$ cat src/rtl/seg_scan_ctrl_if.sv
// Host-side bus of the display scanner: register-file writes, scan enable and the
// multiplexed decoder/digit-enable outputs.
interface seg_scan_ctrl_if #(
  parameter int NUM_DIGITS = 4,
  parameter int IDX_W      = $clog2(NUM_DIGITS)
);
  logic                  display_on;
  logic                  wr_en;
  logic [IDX_W-1:0]      wr_addr;
  logic [3:0]            wr_data;
  logic [3:0]            dec_code;
  logic [NUM_DIGITS-1:0] digit_en;
  logic [IDX_W-1:0]      cur_digit;
  logic                  frame_done;

  modport master (
    output display_on, wr_en, wr_addr, wr_data,
    input  dec_code, digit_en, cur_digit, frame_done
  );

  modport slave (
    input  display_on, wr_en, wr_addr, wr_data,
    output dec_code, digit_en, cur_digit, frame_done
  );
endinterface

$ cat src/rtl/seg_scan_ctrl.sv
// Round-robin seven-segment scan controller: per-digit code registers feeding one
// shared decoder, with a dark blanking gap before each digit is lit.
module seg_scan_ctrl #(
  parameter int NUM_DIGITS   = 4,
  parameter int IDX_W        = $clog2(NUM_DIGITS),
  parameter int PRESCALE     = 1000,
  parameter int BLANK_CYCLES = 2
) (
  input  logic            clk,
  input  logic            rst_n,
  seg_scan_ctrl_if.slave  bus
);

  localparam int MAX_CNT = (PRESCALE > BLANK_CYCLES) ? PRESCALE : BLANK_CYCLES;
  localparam int CNT_W   = $clog2(MAX_CNT + 1);

  localparam logic [CNT_W-1:0] BLANK_LAST = CNT_W'(BLANK_CYCLES - 1);
  localparam logic [CNT_W-1:0] SHOW_LAST  = CNT_W'(PRESCALE - 1);
  localparam logic [IDX_W-1:0] IDX_LAST   = IDX_W'(NUM_DIGITS - 1);

  typedef enum logic [1:0] {
    OFF   = 2'd0,
    BLANK = 2'd1,
    SHOW  = 2'd2
  } state_e;

  state_e           state_q, state_d;
  logic [IDX_W-1:0] idx_q, idx_d;
  logic [CNT_W-1:0] cnt_q, cnt_d;
  logic             frame_q, frame_d;
  logic [3:0]       digit_reg_q [NUM_DIGITS];
  logic             wr_ok;

  // Addresses beyond the last digit are silently dropped.
  assign wr_ok = ({1'b0, bus.wr_addr} < (IDX_W + 1)'(NUM_DIGITS));

  always_ff @(posedge clk or negedge rst_n) begin
    if (!rst_n) begin
      for (int i = 0; i < NUM_DIGITS; i++) begin
        digit_reg_q[i] <= 4'd0;
      end
    end else if (bus.wr_en && wr_ok) begin
      digit_reg_q[bus.wr_addr] <= bus.wr_data;
    end
  end

  always_ff @(posedge clk or negedge rst_n) begin
    if (!rst_n) begin
      state_q <= OFF;
      idx_q   <= '0;
      cnt_q   <= '0;
      frame_q <= 1'b0;
    end else begin
      state_q <= state_d;
      idx_q   <= idx_d;
      cnt_q   <= cnt_d;
      frame_q <= frame_d;
    end
  end

  always_comb begin
    state_d = state_q;
    idx_d   = idx_q;
    cnt_d   = cnt_q;
    frame_d = 1'b0;
    if (!bus.display_on) begin
      state_d = OFF;
      idx_d   = '0;
      cnt_d   = '0;
    end else begin
      case (state_q)
        OFF: begin
          state_d = BLANK;
          cnt_d   = '0;
        end
        BLANK: begin
          if (cnt_q == BLANK_LAST) begin
            state_d = SHOW;
            cnt_d   = '0;
          end else begin
            cnt_d = cnt_q + CNT_W'(1);
          end
        end
        SHOW: begin
          if (cnt_q == SHOW_LAST) begin
            state_d = BLANK;
            cnt_d   = '0;
            // Wrapping back to digit 0 marks the end of a frame.
            if (idx_q == IDX_LAST) begin
              idx_d   = '0;
              frame_d = 1'b1;
            end else begin
              idx_d = idx_q + IDX_W'(1);
            end
          end else begin
            cnt_d = cnt_q + CNT_W'(1);
          end
        end
        default: begin
          state_d = OFF;
          idx_d   = '0;
          cnt_d   = '0;
        end
      endcase
    end
  end

  // Outputs decode only flops, except dec_code which follows the register file live.
  always_comb begin
    bus.digit_en   = '0;
    bus.dec_code   = 4'd0;
    bus.cur_digit  = idx_q;
    bus.frame_done = frame_q;
    if (state_q == SHOW) begin
      bus.digit_en = NUM_DIGITS'(1) << idx_q;
    end
    if (state_q != OFF) begin
      bus.dec_code = digit_reg_q[idx_q];
    end
  end

endmodule

$ cat src/flat_wrapper.sv
// flat-port wrapper written by rule: the top's interface ports become plain ports
module seg_scan_ctrl_flat 
#(
  parameter int NUM_DIGITS   = 4,
  parameter int IDX_W        = $clog2(NUM_DIGITS),
  parameter int PRESCALE     = 1000,
  parameter int BLANK_CYCLES = 2
)
  (clk, rst_n, bus_display_on, bus_wr_en, bus_wr_addr, bus_wr_data, bus_dec_code, bus_digit_en, bus_cur_digit, bus_frame_done);
  seg_scan_ctrl_if #(.NUM_DIGITS(NUM_DIGITS), .IDX_W(IDX_W)) bus_i ();
  input  logic clk;
  input  logic rst_n;
  input wire logic [$bits(bus_i.display_on)-1:0] bus_display_on;
  input wire logic [$bits(bus_i.wr_en)-1:0] bus_wr_en;
  input wire logic [$bits(bus_i.wr_addr)-1:0] bus_wr_addr;
  input wire logic [$bits(bus_i.wr_data)-1:0] bus_wr_data;
  output wire logic [$bits(bus_i.dec_code)-1:0] bus_dec_code;
  output wire logic [$bits(bus_i.digit_en)-1:0] bus_digit_en;
  output wire logic [$bits(bus_i.cur_digit)-1:0] bus_cur_digit;
  output wire logic [$bits(bus_i.frame_done)-1:0] bus_frame_done;
  assign bus_i.display_on = bus_display_on;
  assign bus_i.wr_en = bus_wr_en;
  assign bus_i.wr_addr = bus_wr_addr;
  assign bus_i.wr_data = bus_wr_data;
  assign bus_dec_code = bus_i.dec_code;
  assign bus_digit_en = bus_i.digit_en;
  assign bus_cur_digit = bus_i.cur_digit;
  assign bus_frame_done = bus_i.frame_done;
  seg_scan_ctrl #(.NUM_DIGITS(NUM_DIGITS), .IDX_W(IDX_W), .PRESCALE(PRESCALE), .BLANK_CYCLES(BLANK_CYCLES)) u_core (.clk(clk), .rst_n(rst_n), .bus(bus_i));
endmodule
$ cat config.mk
export PLATFORM = sky130hd
export DESIGN_NAME = seg_scan_ctrl_flat
export DESIGN_NICKNAME = d
export VERILOG_FILES = /design/src/rtl/seg_scan_ctrl_if.sv /design/src/rtl/seg_scan_ctrl.sv /design/src/flat_wrapper.sv
export SDC_FILE = /design/constraint.sdc
export NUM_CORES = 1
export LEC_CHECK = 0
export CAP_MARGIN = 10
export CORE_MARGIN = 10
export CORE_UTILIZATION = 54
export CTS_CLUSTER_DIAMETER = 100
export CTS_CLUSTER_SIZE = 25
export DETAILED_ROUTE_END_ITERATION = 8
export GPL_TIMING_DRIVEN = 0
export PLACE_DENSITY = 0.86
export SETUP_SLACK_MARGIN = 0.3
export SLEW_MARGIN = 20
export SYNTH_ARGS = -nofsm -noshare
export SYNTH_HDL_FRONTEND = slang
export SYNTH_SLANG_ARGS = --single-unit
$ cat constraint.sdc
create_clock -name clk -period 2.1 [get_ports clk]
set_input_delay 0.42 -clock clk [delete_from_list [all_inputs] [get_ports clk]]
set_output_delay 0.42 -clock clk [all_outputs]
set_load 0.02 [all_outputs]
==> impl_metrics.ini <==
[status]
status = complete, but fails checks
violations = setup timing

[floorplan]
die_y_um = 75.1
fp.dieW_um = 75.1
die-area_um2 = 5630
num_io_pins = 21
coreArea_um2 = 2830
num_rows = 19
initial_core_util_pct = 57.9

[critical_path]
crit_path_max_incr_delay_ns = 0.50
cpMaxStageDelayCell = mux4_2
cp_top_family = multiplexers
ff2ff_setup_slack_ns = 0.34
reg2reg_to = u_core.cnt_q[6]
ff2ff_path_depth = 6
crit_type = register to output port
critPathMaxFanout = 6
r2r_start = u_core.cnt_q[1]
worstSetupEndpointType = output port
crit_chain = buf_8, mux4_2, nor2b_1, buf_4
cp.depth = 4
crit_arrival_ns = 1.70
setup.worst_path.start = u_core.bus.cur_digit[0]
worst-path-buf-inv = 2
crit_end = bus_dec_code[3]
cp.required_ns = 1.68
start_kind = register

[cells_and_area]
final_area_um2 = 2170
post-route-util_pct = 76.6
seq_area_um2 = 781
n_fill_cell = 161
syn_to_final_growth_pct = 32.5
drive_gt1_share_pct = 40.7
multi_input_area_um2 = 952
antennaDiodeCount = 0
nets = 202

[yosys]
post_synth_num_cell_types = 32
synth_flop_cell = dfrtp_1
synth-xor-area-share_pct = 4.28
synth_warnings = 0
yosys.cell_count.top_type = dfrtp_1
synth_nets = 163
yosysTopAreaCellShare_pct = 47.4
yosys-top-cells-count = dfrtp_1 (31), mux2_2 (16), nor2_1 (14)
syn_inst = 143
ys_top_cells_by_area = dfrtp_1 (47%), mux2_2 (11%), ha_1 (7.6%)
synth_edf_count = 0
async_reset_ff_share_pct = 100
synth_compound_area_share_pct = 4.43
yosys.area_share.simple_pct = 17.1
ys_seq_area_share_pct = 47.4
synthAdderAreaFrac_pct = 7.65
synth_top_family_by_area = simple AND/OR/NAND/NOR gates
ys_ff_latch = 31
avgSynthCellArea_um2 = 11.4
syn_area_um2 = 1640
synth_mux_area_share_pct = 16.5
yosysTopAreaCell = dfrtp_1

[place]
hpwlAfterDp_um = 2410
port_buffers = 19
dpl_cell_area_um2 = 1870
place_congestion = 0.792

[global_route]
grt_use_total_pct = 12.5
grt_overflow_total = 0
grt_pass1_vias = 1166
grt_max_degree = 32
antenna_found_initial = 0
grt_pass1_wl_um = 5430

[cts]
cts_tree = built
root_buffer = clkbuf_4
clk_pin_slew_ns = 0.10
numCtsBuffers = 5
cts.sinks = 31
htree_num_levels = 2
clockBufferDepth = 2
clock_latency_ns = 0.33

[power]
ir_drop_mv = 0.440
p_int_mw = 1.10
seqPwrFrac_pct = 43.5
p_total_mw = 1.69
switching_power_uw = 588
combPwrFrac_pct = 35.6
switching_share_pct = 34.8
clkPwrFrac_pct = 20.9
p_leak_nw = 0.903
powerDensity_nw_per_um2 = 780

[hold_path]
hold_path.class = input port to async pin

[timing]
setup_slack_ns = -0.0160
fin_setup_tns_ns = -0.0286
setup_viol = 2
fin_hold_ws_ns = 0.120
period_needed_ns = 2.12
fmax_mhz = 473
relSlewSlack_pct = 53.6
slew_viol_final = 0
layout_worst_path_cycle_share_pct = 101
rsz0062_at_grt = yes
worst_slew_pin_slew_ns = 0.696
hold_viol_final = 0
skew_ns = 0.00664

[detailed_routing]
post_drt_wl_per_cell_um = 19.9
ant_nets = 0
first_pass_iters = 4
drc = 0
drtIter0Drc = 88
wirelength_um = 4240
vias = 1279
vias_per_cell = 6.00

[flow_run]
cap_viol_max_count = 0
## per-stage QoR
stage          instances  setup WS [ns]
6_report             213        -0.0160
5_1_grt              213        -0.0593
4_1_cts              201        0.00831
3_5_place_dp         193         -0.103
3_3_place_gp         193        -0.0816
2_1_floorplan        143          0.370
## layout by cell type, fill, tap and decap left out, drive strengths merged, types with 2 or more instances in the layout
cell	Yosys	final
buf	0	22
xor2	2	2
nor2b	4	4
xnor2	6	6
clkbuf	5	10
and2	4	4
dfrtp	31	31
nor4	2	2
nand3	9	9
and3	3	3
nand2	8	8
o211ai	2	3
mux4	4	4
nor2	14	14
nor3	4	4
nand3b	2	2
ha	10	10
mux2	16	16
clkdlybuf4s50	0	8
inv	6	6
## state kept, by name, indices dropped and copies added, names as in the netlist
name / count
u_core.cnt_q: 10
u_core.digit_reg_q: 16
u_core.bus.frame_done: 1
u_core.bus.cur_digit: 2
u_core.state_q: 2
## power groups by stage
stage / combinational, mW / clock (mW) / sequential (mW)
2_1_floorplan: 0.309 / 0 / 0.721
3_3_place_gp: 0.451 / 0 / 0.727
3_5_place_dp: 0.471 / 0 / 0.737
4_1_cts: 0.467 / 0.359 / 0.724
5_1_grt: 0.643 / 0.392 / 0.745
6_report: 0.602 / 0.354 / 0.736
## worst register-to-register path: stages, from the launching register on
cell and delay (ns):
dfrtp_2 0.42, ha_4 0.17, nand3_1 0.08, o41a_1 0.44
buf_4 0.18, o211ai_2 0.26, nor2_1 0.09
## what timing repair did
| action | 4_1_cts | 5_1_grt |
|---|---|---|
| hold buffers | 0 | 0 |
| buffers inserted | 1 | 11 |
| pin swaps | 1 | 5 |
| endpoints found under the setup margin | 19 | 27 |
| gates cloned | 0 | 1 |
| gates resized for setup | 40 | 42 |
## worst min path at each step
stage / from / cells past startpoint / endpoint
after floorplan: rst_n / 0 / u_core.bus.cur_digit[0]
after global placement: u_core.digit_reg_q[6] / 1 / u_core.digit_reg_q[6]
after detailed placement: rst_n / 1 / u_core.cnt_q[5]
after CTS: rst_n / 1 / u_core.cnt_q[5]
after global routing: rst_n / 1 / u_core.cnt_q[8]
final: rst_n / 1 / u_core.cnt_q[4]
## logic make-up after synthesis
group / after synthesis
flip-flops: 31
AND/OR/NAND/NOR: 54
XOR/XNOR: 8
buffers and inverters: 11
multiplexers: 20
AO/OA/AOI/OAI: 9
adder cells (fa/ha/maj): 10
## layout make-up
type | count | area share, %
multi-input combinational | 102 | 43.9
sequential | 31 | 36.0
timing repair buffer | 31 | 12.9
clock buffer | 6 | 2.37
tap | 31 | 1.79
buffer | 5 | 1.50
inverter | 6 | 1.27
clock inverter | 1 | 0.231
## metal layers
layer  routed length (µm)  track usage (%)  up-vias
li1                     -                -      584
met1                 1710             14.2      651
met2                 2200             21.0       30
met3                  190             5.39       14
met4                  149             3.57        0
met5                    0                0        -
Note: power is estimated with default switching activity, not from simulation.
